[src/rtl/csr_counter_bank_pkg.sv]
// csr_counter_bank_pkg
//   CSR address map, counter bit indices and mtpresc field positions shared by
//   the counter bank and its counter slices.
package csr_counter_bank_pkg;

  // Counter low/high halves. HPM counter n lives at base + n.
  localparam logic [11:0] CSR_MCYCLE    = 12'hB00;
  localparam logic [11:0] CSR_MINSTRET  = 12'hB02;
  localparam logic [11:0] CSR_MHPMCNT3  = 12'hB03;
  localparam logic [11:0] CSR_MCYCLEH   = 12'hB80;
  localparam logic [11:0] CSR_MINSTRETH = 12'hB82;
  localparam logic [11:0] CSR_MHPMCNT3H = 12'hB83;

  localparam logic [11:0] CSR_MCOUNTINH = 12'h320;
  localparam logic [11:0] CSR_MHPMEVT3  = 12'h323;

  localparam logic [11:0] CSR_MTIME     = 12'hBC0;
  localparam logic [11:0] CSR_MTIMEH    = 12'hBC1;
  localparam logic [11:0] CSR_MTIMECMP  = 12'hBC2;  // channel k: +2k lo, +2k+1 hi
  localparam logic [11:0] CSR_MTPRESC   = 12'hBD0;
  localparam logic [11:0] CSR_MCNTOVF   = 12'hBD1;

  // Bit positions shared by mcountinhibit and mcntovf.
  localparam int INH_CY   = 0;
  localparam int INH_IR   = 2;
  localparam int INH_HPM3 = 3;

  // mtpresc fields: [31] enable, [PRESC_W-1:0] divide value.
  localparam int PRESC_EN_BIT = 31;

  // Slice j -> inhibit/overflow bit: 0 = mcycle, 1 = minstret, 2+i = hpm(3+i).
  // The same value is the CSR address offset from mcycle/mcycleh.
  function automatic int cnt_bit(input int j);
    return (j == 0) ? INH_CY : (j == 1) ? INH_IR : INH_HPM3 + j - 2;
  endfunction

  // Writable bits of mcountinhibit / mcntovf.
  function automatic logic [31:0] cnt_mask(input int num_hpm);
    logic [31:0] m;
    m = '0;
    m[INH_CY] = 1'b1;
    m[INH_IR] = 1'b1;
    for (int i = 0; i < num_hpm; i++) m[INH_HPM3 + i] = 1'b1;
    return m;
  endfunction

endpackage

[src/rtl/csr_counter_bank_cnt_slice.sv]
// csr_cnt_slice
//   One CNT_W-bit counter with independently writable 32-bit halves.
//   A write to either half suppresses the increment for that cycle; the
//   unwritten half holds.
// Ports:
//   clk, rst_n      clock, async active-low reset
//   i_inc           count enable for this cycle
//   i_we_lo/i_we_hi write low / high half
//   i_wdata         write data
//   o_value         current counter value
//   o_wrap          high in the cycle an increment rolls all-ones to zero
module csr_cnt_slice #(
  parameter int CNT_W = 64
) (
  input  logic             clk,
  input  logic             rst_n,
  input  logic             i_inc,
  input  logic             i_we_lo,
  input  logic             i_we_hi,
  input  logic [31:0]      i_wdata,
  output logic [CNT_W-1:0] o_value,
  output logic             o_wrap
);
  localparam int HI_W = CNT_W - 32;

  logic [CNT_W-1:0] r_value;
  logic             w_we;

  assign w_we    = i_we_lo | i_we_hi;
  assign o_wrap  = i_inc & ~w_we & (&r_value);
  assign o_value = r_value;

  always_ff @(posedge clk or negedge rst_n) begin
    if (!rst_n) begin
      r_value <= '0;
    end else if (w_we) begin
      if (i_we_lo) r_value[31:0]       <= i_wdata;
      if (i_we_hi) r_value[CNT_W-1:32] <= i_wdata[HI_W-1:0];
    end else if (i_inc) begin
      r_value <= r_value + CNT_W'(1);
    end
  end
endmodule

[src/rtl/csr_counter_bank.sv]
// csr_counter_bank
//   Machine counter/timer CSR bank: mcycle, minstret, NUM_HPM event counters
//   with selectors, mcountinhibit, mcntovf (W1C), and a prescaled 64-bit mtime
//   with NUM_TCMP compare channels.
// Ports:
//   clk, rst_n                   clock, async active-low reset
//   csr_we_i/addr_i/wdata_i      CSR write channel
//   csr_rdata_o, csr_hit_o       combinational read data / address decode hit
//   instret_i                    retire pulse for minstret
//   ev_i                         event pulses for the HPM counters
//   tcmp_irq_o                   registered mtime >= mtimecmp[k]
//   ovf_irq_o                    registered |mcntovf
//   mtime_o                      current mtime
module csr_counter_bank
  import csr_counter_bank_pkg::*;
#(
  parameter int NUM_HPM    = 4,
  parameter int NUM_EVENTS = 8,
  parameter int CNT_W      = 64,
  parameter int NUM_TCMP   = 2,
  parameter int PRESC_W    = 16
) (
  input  logic                  clk,
  input  logic                  rst_n,
  input  logic                  csr_we_i,
  input  logic [11:0]           csr_addr_i,
  input  logic [31:0]           csr_wdata_i,
  output logic [31:0]           csr_rdata_o,
  output logic                  csr_hit_o,
  input  logic                  instret_i,
  input  logic [NUM_EVENTS-1:0] ev_i,
  output logic [NUM_TCMP-1:0]   tcmp_irq_o,
  output logic                  ovf_irq_o,
  output logic [63:0]           mtime_o
);
  localparam int          NCNT     = 2 + NUM_HPM;
  localparam int          EV_W     = $clog2(NUM_EVENTS + 1);
  localparam logic [31:0] CNT_MASK = cnt_mask(NUM_HPM);

  // ---------------- counters ----------------
  logic [NCNT-1:0]            w_inc, w_we_lo, w_we_hi, w_wrap;
  logic [NCNT-1:0][CNT_W-1:0] w_val;
  logic [NUM_HPM-1:0]         w_ev_hit;
  logic [NUM_HPM-1:0][EV_W-1:0] r_evsel;
  logic [31:0]                r_inhibit, r_ovf, w_ovf_set, w_ovf_clr;
  logic                       r_ovf_irq;

  // Selector values outside 1..NUM_EVENTS match no event bit and never count.
  always_comb begin
    w_ev_hit = '0;
    for (int i = 0; i < NUM_HPM; i++)
      for (int e = 0; e < NUM_EVENTS; e++)
        if (r_evsel[i] == EV_W'(e + 1) && ev_i[e]) w_ev_hit[i] = 1'b1;
  end

  for (genvar j = 0; j < NCNT; j++) begin : g_cnt
    localparam int B = cnt_bit(j);
    assign w_we_lo[j] = csr_we_i && (csr_addr_i == CSR_MCYCLE  + 12'(B));
    assign w_we_hi[j] = csr_we_i && (csr_addr_i == CSR_MCYCLEH + 12'(B));
    if (j == 0) begin : g_cy
      assign w_inc[j] = ~r_inhibit[B];
    end else if (j == 1) begin : g_ir
      assign w_inc[j] = instret_i & ~r_inhibit[B];
    end else begin : g_hpm
      assign w_inc[j] = w_ev_hit[j-2] & ~r_inhibit[B];
    end
    csr_cnt_slice #(.CNT_W(CNT_W)) u_cnt (
      .clk     (clk),
      .rst_n   (rst_n),
      .i_inc   (w_inc[j]),
      .i_we_lo (w_we_lo[j]),
      .i_we_hi (w_we_hi[j]),
      .i_wdata (csr_wdata_i),
      .o_value (w_val[j]),
      .o_wrap  (w_wrap[j])
    );
  end

  always_comb begin
    w_ovf_set = '0;
    for (int j = 0; j < NCNT; j++)
      if (w_wrap[j]) w_ovf_set[cnt_bit(j)] = 1'b1;
  end

  assign w_ovf_clr = (csr_we_i && csr_addr_i == CSR_MCNTOVF) ? csr_wdata_i : '0;

  always_ff @(posedge clk or negedge rst_n) begin
    if (!rst_n) begin
      r_inhibit <= '0;
      r_ovf     <= '0;
      r_ovf_irq <= 1'b0;
      r_evsel   <= '0;
    end else begin
      // Set wins over a same-cycle W1C.
      r_ovf     <= (r_ovf & ~w_ovf_clr) | w_ovf_set;
      r_ovf_irq <= |r_ovf;
      if (csr_we_i && csr_addr_i == CSR_MCOUNTINH) r_inhibit <= csr_wdata_i & CNT_MASK;
      for (int i = 0; i < NUM_HPM; i++)
        if (csr_we_i && csr_addr_i == CSR_MHPMEVT3 + 12'(i))
          r_evsel[i] <= csr_wdata_i[EV_W-1:0];
    end
  end

  // ---------------- timer ----------------
  logic                          r_presc_en;
  logic [PRESC_W-1:0]            r_presc_div, r_presc_cnt;
  logic [63:0]                   r_mtime;
  logic [NUM_TCMP-1:0][63:0]     r_mtimecmp;
  logic [NUM_TCMP-1:0]           r_tcmp_irq;
  logic                          w_presc_we, w_tick;

  assign w_presc_we = csr_we_i && (csr_addr_i == CSR_MTPRESC);
  // A write to mtpresc restarts the divider; no tick in that cycle.
  assign w_tick = r_presc_en && (r_presc_cnt == r_presc_div) && !w_presc_we;

  always_ff @(posedge clk or negedge rst_n) begin
    if (!rst_n) begin
      r_presc_en  <= 1'b0;
      r_presc_div <= '0;
      r_presc_cnt <= '0;
      r_mtime     <= '0;
      r_mtimecmp  <= '1;
      r_tcmp_irq  <= '0;
    end else begin
      if (w_presc_we) begin
        r_presc_en  <= csr_wdata_i[PRESC_EN_BIT];
        r_presc_div <= csr_wdata_i[PRESC_W-1:0];
        r_presc_cnt <= '0;
      end else if (r_presc_en) begin
        r_presc_cnt <= (r_presc_cnt == r_presc_div) ? '0 : r_presc_cnt + PRESC_W'(1);
      end

      if (csr_we_i && (csr_addr_i == CSR_MTIME || csr_addr_i == CSR_MTIMEH)) begin
        if (csr_addr_i == CSR_MTIME) r_mtime[31:0]  <= csr_wdata_i;
        else                         r_mtime[63:32] <= csr_wdata_i;
      end else if (w_tick) begin
        r_mtime <= r_mtime + 64'd1;
      end

      for (int k = 0; k < NUM_TCMP; k++) begin
        r_tcmp_irq[k] <= (r_mtime >= r_mtimecmp[k]);
        if (csr_we_i && csr_addr_i == CSR_MTIMECMP + 12'(2*k))
          r_mtimecmp[k][31:0] <= csr_wdata_i;
        if (csr_we_i && csr_addr_i == CSR_MTIMECMP + 12'(2*k + 1))
          r_mtimecmp[k][63:32] <= csr_wdata_i;
      end
    end
  end

  // ---------------- read mux ----------------
  always_comb begin
    csr_rdata_o = '0;
    csr_hit_o   = 1'b0;
    for (int j = 0; j < NCNT; j++) begin
      if (csr_addr_i == CSR_MCYCLE + 12'(cnt_bit(j))) begin
        csr_hit_o = 1'b1; csr_rdata_o = w_val[j][31:0];
      end
      if (csr_addr_i == CSR_MCYCLEH + 12'(cnt_bit(j))) begin
        csr_hit_o = 1'b1; csr_rdata_o = 32'(w_val[j][CNT_W-1:32]);
      end
    end
    for (int i = 0; i < NUM_HPM; i++)
      if (csr_addr_i == CSR_MHPMEVT3 + 12'(i)) begin
        csr_hit_o = 1'b1; csr_rdata_o = 32'(r_evsel[i]);
      end
    for (int k = 0; k < NUM_TCMP; k++) begin
      if (csr_addr_i == CSR_MTIMECMP + 12'(2*k)) begin
        csr_hit_o = 1'b1; csr_rdata_o = r_mtimecmp[k][31:0];
      end
      if (csr_addr_i == CSR_MTIMECMP + 12'(2*k + 1)) begin
        csr_hit_o = 1'b1; csr_rdata_o = r_mtimecmp[k][63:32];
      end
    end
    case (csr_addr_i)
      CSR_MCOUNTINH: begin csr_hit_o = 1'b1; csr_rdata_o = r_inhibit; end
      CSR_MCNTOVF:   begin csr_hit_o = 1'b1; csr_rdata_o = r_ovf; end
      CSR_MTIME:     begin csr_hit_o = 1'b1; csr_rdata_o = r_mtime[31:0]; end
      CSR_MTIMEH:    begin csr_hit_o = 1'b1; csr_rdata_o = r_mtime[63:32]; end
      CSR_MTPRESC: begin
        csr_hit_o = 1'b1;
        csr_rdata_o[PRESC_EN_BIT]  = r_presc_en;
        csr_rdata_o[PRESC_W-1:0]   = r_presc_div;
      end
      default: ;
    endcase
  end

  assign tcmp_irq_o = r_tcmp_irq;
  assign ovf_irq_o  = r_ovf_irq;
  assign mtime_o    = r_mtime;

endmodule

[config.mk]
export PLATFORM = sky130hd
export DESIGN_NAME = csr_counter_bank
export DESIGN_NICKNAME = d
export VERILOG_FILES = /design/src/rtl/csr_counter_bank_pkg.sv /design/src/rtl/csr_counter_bank_cnt_slice.sv /design/src/rtl/csr_counter_bank.sv
export SDC_FILE = /design/constraint.sdc
export NUM_CORES = 2
export LEC_CHECK = 0
export BUFFER_PORTS_ARGS = -buffer_cell sky130_fd_sc_hd__buf_2
export CAP_MARGIN = 20
export CELL_PAD_IN_SITES_DETAIL_PLACEMENT = 0
export CELL_PAD_IN_SITES_GLOBAL_PLACEMENT = 2
export CORE_ASPECT_RATIO = 0.7
export CORE_MARGIN = 2
export CORE_UTILIZATION = 35
export CTS_BUF_LIST = sky130_fd_sc_hd__clkbuf_4 sky130_fd_sc_hd__clkbuf_8
export CTS_CLUSTER_SIZE = 12
export DETAILED_ROUTE_END_ITERATION = 10
export GPL_TIMING_DRIVEN = 1
export MAX_ROUTING_LAYER = met4
export PLACE_DENSITY = 0.76
export SYNTH_ARGS = -nofsm -noshare
export SYNTH_HDL_FRONTEND = slang
export SYNTH_HIERARCHICAL = 1
export SYNTH_SLANG_ARGS = --single-unit
[constraint.sdc]
create_clock -name clk -period 7.2 [get_ports clk]
set_input_delay 1.44 -clock clk [delete_from_list [all_inputs] [get_ports clk]]
set_output_delay 1.44 -clock clk [all_outputs]
set_load 0.02 [all_outputs]
[Word level (Yosys, flattened, before mapping)]
Index checks and enable logic that the tools add are counted.
Operators by class
  mux-type cells: 114
  $add $sub $neg: 8
  equality and inequality tests: 73
  bitwise logic cells: 38
  order comparisons: 2
  reductions and logical operators: 89
Operators with widths (number)
  $mux W32: 35
  $mux W64: 14
  $add A64 B1 Y64 const B: 7
  $reduce_and A64 Y1: 6
  $eq A12 B12 Y1 const B: 20
  $ge A64 B64 Y1: 2
  $pmux W16 S5: 1
  $eq A4 B3 Y1 const B: 16
  $eq A12 B10 Y1 const B: 5
  $pmux W15 S4: 1
  $mux W1: 59
  $logic_and A1 B1 Y1: 58
  $mux W16: 3
  $and A32 B32 Y32: 1
  $eq A4 B2 Y1 const B: 8
  $not A32 Y32: 1
  $or A32 B7 Y32: 1
  $reduce_or A32 Y1: 1
  $reduce_and A2 Y1: 14
  $ne A2 B1 Y1 const B: 13
  $and A1 B1 Y1: 17
  $add A16 B1 Y16 const B: 1
  $eq A16 B16 Y1: 1
  $eq A4 B1 Y1 const B: 4
  other kinds (9): 35
Word-level totals
  logic and storage cells: 353
  bits in registers: 666
  output and inout bits: 100

[Depth between registers and ports, before layout]
  depth after elaboration: 22
  gate-level depth with buffers: 14

[By module]
The synthesis kept the hierarchy.
Modules (own cells, without submodules)
  csr_counter_bank: cells each 2414, times used 1, area each 21805.9 µm², seq. area each 7216.9 µm²
  csr_cnt_slice at g_cnt[0].u_cnt ...: cells each 455, times used 5, area each 3857.4 µm², seq. area each 1601.5 µm²
  csr_cnt_slice at g_cnt[5].u_cnt: cells each 540, times used 1, area each 4451.8 µm², seq. area each 1601.5 µm²

[Least setup slack after synthesis]
OpenSTA, ideal clock, no wires.
  path type: input-to-output
  from: in csr_addr_i[7]
  to: out csr_rdata_o[30]
  arrival: 3796 ps
  path slack: 1964 ps
  stages: 9
  data required time: 5760 ps
  cells stage by stage: buf_6 or4b_1 buf_2 nor3_4 a2111oi_0 o21ai_1 a21oi_1 o31a_1 o41ai_1
Between the ends
  longest elaborated chain between the ends: 22
  elaborated cells on any way between the ends: 45
  those cells by class: eq/ne (24); mux (21)
Ends and longest elaborated chain
  start: declaration: RTL line csr_counter_bank.sv:26  | input logic [11:0] csr_addr_i,
  $eq A12 B12 Y1: RTL line csr_counter_bank.sv:155  | if (csr_addr_i == CSR_MCYCLE + 12'(cnt_bit(j))) begin
  $mux W32: RTL line csr_counter_bank.sv:155
  $mux W32: RTL line csr_counter_bank.sv:158  | if (csr_addr_i == CSR_MCYCLEH + 12'(cnt_bit(j))) begin
  $mux W32: RTL line csr_counter_bank.sv:155
  $mux W32: RTL line csr_counter_bank.sv:158
  $mux W32: RTL line csr_counter_bank.sv:155
  $mux W32: RTL line csr_counter_bank.sv:158
  $mux W32: RTL line csr_counter_bank.sv:155
  [3 not listed]
  $mux W32: RTL line csr_counter_bank.sv:155
  $mux W32: RTL line csr_counter_bank.sv:158
  $mux W32 (4 in a row): RTL line csr_counter_bank.sv:163  | if (csr_addr_i == CSR_MHPMEVT3 + 12'(i)) begin
  $mux W32: RTL line csr_counter_bank.sv:167  | if (csr_addr_i == CSR_MTIMECMP + 12'(2*k)) begin
  $mux W32: RTL line csr_counter_bank.sv:170  | if (csr_addr_i == CSR_MTIMECMP + 12'(2*k + 1)) begin
  $mux W32: RTL line csr_counter_bank.sv:167
  $mux W32: RTL line csr_counter_bank.sv:170
  $pmux W15 S4 (*): RTL line csr_counter_bank.sv:174  | case (csr_addr_i)
  end: declaration: RTL line csr_counter_bank.sv:28  | output logic [31:0] csr_rdata_o,
Mark *: on every way between the ends. The rest lies on a longest branch, timed or not.

[Final worst setup path]
  from: in csr_addr_i[7]
  to: out csr_rdata_o[25]
The elaborated chain is that of the path after synthesis.

==> flow_summary.ini <==
[run_status]
status = completed

[floorplan]
io_pins = 156
die_area_mm2 = 0.133
core_area_mm2 = 0.129
rows = 110
die-width_um = 435
die_h_um = 306
initial_core_util = 0.354

[synth]
synthFlopType = dfrtp_1
async_flop_share = 1.00
ys_ff_latch = 666
synth.distinct_cells = 103
synth_fp_nets = 5421
seq_area_frac_synth = 0.369
syn_area_mm2 = 0.0455
synth_warnings = 6
synth_enable_flop_cells = 0
syn_inst = 5229
synth_area_per_cell_um2 = 8.71

[hold_path]
whs_path_depth = 1
hp-class = reg2reg
holdPathEnd = r_presc_cnt[15]
hold_start = r_presc_cnt[15]

[power_and_ir_drop]
netSwitchingFraction = 0.297
pwr-share-seq = 0.459
powerDensity_mw_per_mm2 = 171
p_total_mw = 8.78
ir_drop_uv = 142
intPower_mw = 6.17
p_switching_mw = 2.61
p_clk_frac = 0.464
p_comb_frac = 0.078
p_leak_nw = 21.0

[critical_path]
slowest_delay_ns = 0.84
reg2reg_to = tcmp_irq_o[1]
endpoint_kind = output port
cp.arrival_ns = 4.97
r2r_slack_ns = 3.37
reg2reg_from = mtime_o[0]
r2r_cells = 9
path_cells = buf_2 > or4b_1 > nor2_1 > nand2_1 > o221ai_1 > nor2_1 > o21ai_0 > o211ai_1 > buf_2
startpoint_type = input pin
crit_required_ns = 5.76
worstPathMaxFanout = 11
crit_path_top_delay_cell = or4b_1
worstSetupPathType = in2out

[timing]
max_freq_mhz = 156
final.setup.tns_ns = 0
slew_viol_final = 0
tightest_slew_ns = 1.12
period_minus_slack_ns = 6.41
finalClockSkew_ns = 0.0683
slew_headroom = 0.248
period_share = 0.890
setup_viol = 0
whs_ns = 0.503
rsz0062_at_grt = false
hold_viol_final = 0

[clock_network]
post_cts_buffers = 0
cts_sinks = 666
cts_resized = 0
clock_latency_ns = 0.93
cts-hold-fix-buffers = 0
htree_num_levels = 3
path_clk_slew_ns = 0.07
cts_root_buf = clkbuf_8
numCtsBuffers = 120
cts_tree = built
cts_max_path_buffers = 3

[cells_and_area]
area_growth_pct = 13.0
multiInputGateArea_mm2 = 0.0269
fin_cells = 7247
regArea_mm2 = 0.0168
design_area_mm2 = 0.0514
final_nets = 5583
fill_cells = 13300
drive_gt1_frac = 0.187

[drt]
drc_errors = 0
drtAntennaViolNets = 0
drt_wl_total_mm = 262
vias_per_cell = 6.58
num_vias = 47700
wl_per_cell_um = 36.2
firstDrtPassIters = 8
drtIter0Drc = 7889

[global_route]
grt_pass1_vias = 42700
antenna_found_initial = 33
grt_pass1_wl_mm = 361
grt-ovfl-total = 0
grt_max_degree = 149
grtUsageTotal = 0.395

[placed_design]
hpwl_mm = 193
numPlacedInstances = 7005
place_congestion = 1.03
dpl_cell_area_mm2 = 0.0488
portBuffers = 155

[job]
maxCapViolations = 0
## cell type report
class                   instances  area share
well taps                    1736      0.0422
inverters                     221      0.0161
clock inverters                32     0.00503
flip-flops and latches        666       0.327
repair buffers                312      0.0396
clock buffers                 185      0.0455
diodes                         25     0.00122
multi-input cells            4070       0.523
## layout by cell type (no fill, tap or decap), types with 50 or more instances in the layout
| cell | netlist | routed |
|---|---|---|
| clkbuf_8 | 0 | 152 |
| xnor2_1 | 119 | 119 |
| o21ai_1 | 50 | 50 |
| nand2_1 | 528 | 528 |
| mux2_2 | 214 | 214 |
| o21ai_0 | 369 | 368 |
| o22ai_1 | 79 | 79 |
| buf_4 | 8 | 150 |
| o22a_1 | 61 | 61 |
| xor2_1 | 112 | 112 |
| nor3_1 | 192 | 188 |
| a31oi_1 | 69 | 69 |
| a221oi_1 | 74 | 74 |
| nand3_1 | 211 | 211 |
| a21oi_1 | 261 | 261 |
| dfrtp_1 | 538 | 538 |
| inv_1 | 219 | 218 |
| nor4_1 | 77 | 75 |
| buf_2 | 47 | 154 |
| dfstp_2 | 128 | 128 |
| nand4_1 | 197 | 197 |
| and3_1 | 101 | 101 |
| nor2_1 | 402 | 386 |
| ha_1 | 136 | 136 |
| a211oi_1 | 73 | 72 |
## state kept, by name, indices dropped and copies added, names as in the netlist
signal and count:
r_evsel 16, mtime_o 64, r_ovf 32, tcmp_irq_o 2, r_presc_cnt 16, r_presc_div 16, g_cnt.u_cnt/o_value 384, r_presc_en 1
r_mtimecmp 128, r_inhibit 6, ovf_irq_o 1
## power groups by stage
stage	clock network (mW)	logic (mW)	registers (mW)
2_1_floorplan	0	0.266	3.98
4_1_cts	4.13	0.671	4.01
5_1_grt	4.29	0.720	4.02
3_3_place_gp	0	0.666	4.08
6_report	4.07	0.683	4.03
3_5_place_dp	0	0.669	4.08
## critical path: cells and delay by family
kind                   cells  cell delay [ns]
and+or+nand+nor            4             1.83
AOI/OAI and AO/OA          3             1.25
buffers and inverters      2             0.43
## per-layer routing
metal | track usage | part of all wire | vias up
met5 | - | 0 | -
met2 | 0.463 | 0.36 | 3104
met3 | 0.123 | 0.14 | 322
li1 | - | - | 20000
met1 | 0.629 | 0.48 | 24300
met4 | 0.0774 | 0.020 | 0
## cell usage after synthesis, drive strengths merged, types with 16 or more instances
master / n / area share
a211oi: 73 / 0.012
a21boi: 31 / 0.0051
a21o: 31 / 0.0051
a21oi: 261 / 0.029
a221o: 20 / 0.0044
a221oi: 74 / 0.014
a22o: 29 / 0.0056
a22oi: 39 / 0.0066
a311oi: 16 / 0.0031
a31oi: 69 / 0.0095
a41oi: 17 / 0.0033
and2: 32 / 0.0044
and3: 101 / 0.014
and4: 34 / 0.0065
buf: 79 / 0.0091
clkbuf: 193 / 0.016
dfrtp: 538 / 0.30
dfstp: 128 / 0.074
ha: 136 / 0.037
inv: 220 / 0.018
mux2: 214 / 0.053
mux2i: 46 / 0.010
nand2: 528 / 0.044
nand2b: 28 / 0.0038
nand3: 215 / 0.024
nand4: 215 / 0.032
nor2: 409 / 0.034
nor2b: 45 / 0.0062
nor3: 215 / 0.027
nor4: 100 / 0.019
o211ai: 20 / 0.0033
o21ai: 420 / 0.046
o22a: 61 / 0.012
o22ai: 79 / 0.011
o32a: 17 / 0.0037
or2: 16 / 0.0022
or3: 20 / 0.0027
xnor2: 119 / 0.023
xor2: 112 / 0.022
## logic make-up after synthesis
logic type | count (synthesis) | share of synthesized area
compound gates | 1426 | 0.207
xor+xnor | 231 | 0.0444
fa+ha+maj | 136 | 0.0374
buf+inv | 493 | 0.0432
flops | 666 | 0.369
mux | 265 | 0.0655
simple gates | 2012 | 0.233
## stage by stage
step,utilization,setup slack [ns]
final,0.399,0.789
after CTS,0.399,0.926
after global routing,0.399,0.664
after global placement,0.379,0.853
after floorplan,-,1.96
after detailed placement,0.379,0.938
## worst max-delay path by stage
stage	start	endpoint	depth (start not counted)
6_report	csr_addr_i[7]	csr_rdata_o[25]	9
3_5_place_dp	csr_addr_i[3]	csr_rdata_o[8]	9
2_1_floorplan	csr_addr_i[7]	csr_rdata_o[30]	9
5_1_grt	csr_addr_i[10]	csr_rdata_o[27]	9
4_1_cts	csr_addr_i[3]	csr_rdata_o[8]	9
3_3_place_gp	csr_addr_i[1]	csr_rdata_o[2]	10
No activity file was read; power rests on OpenSTA's default activity.
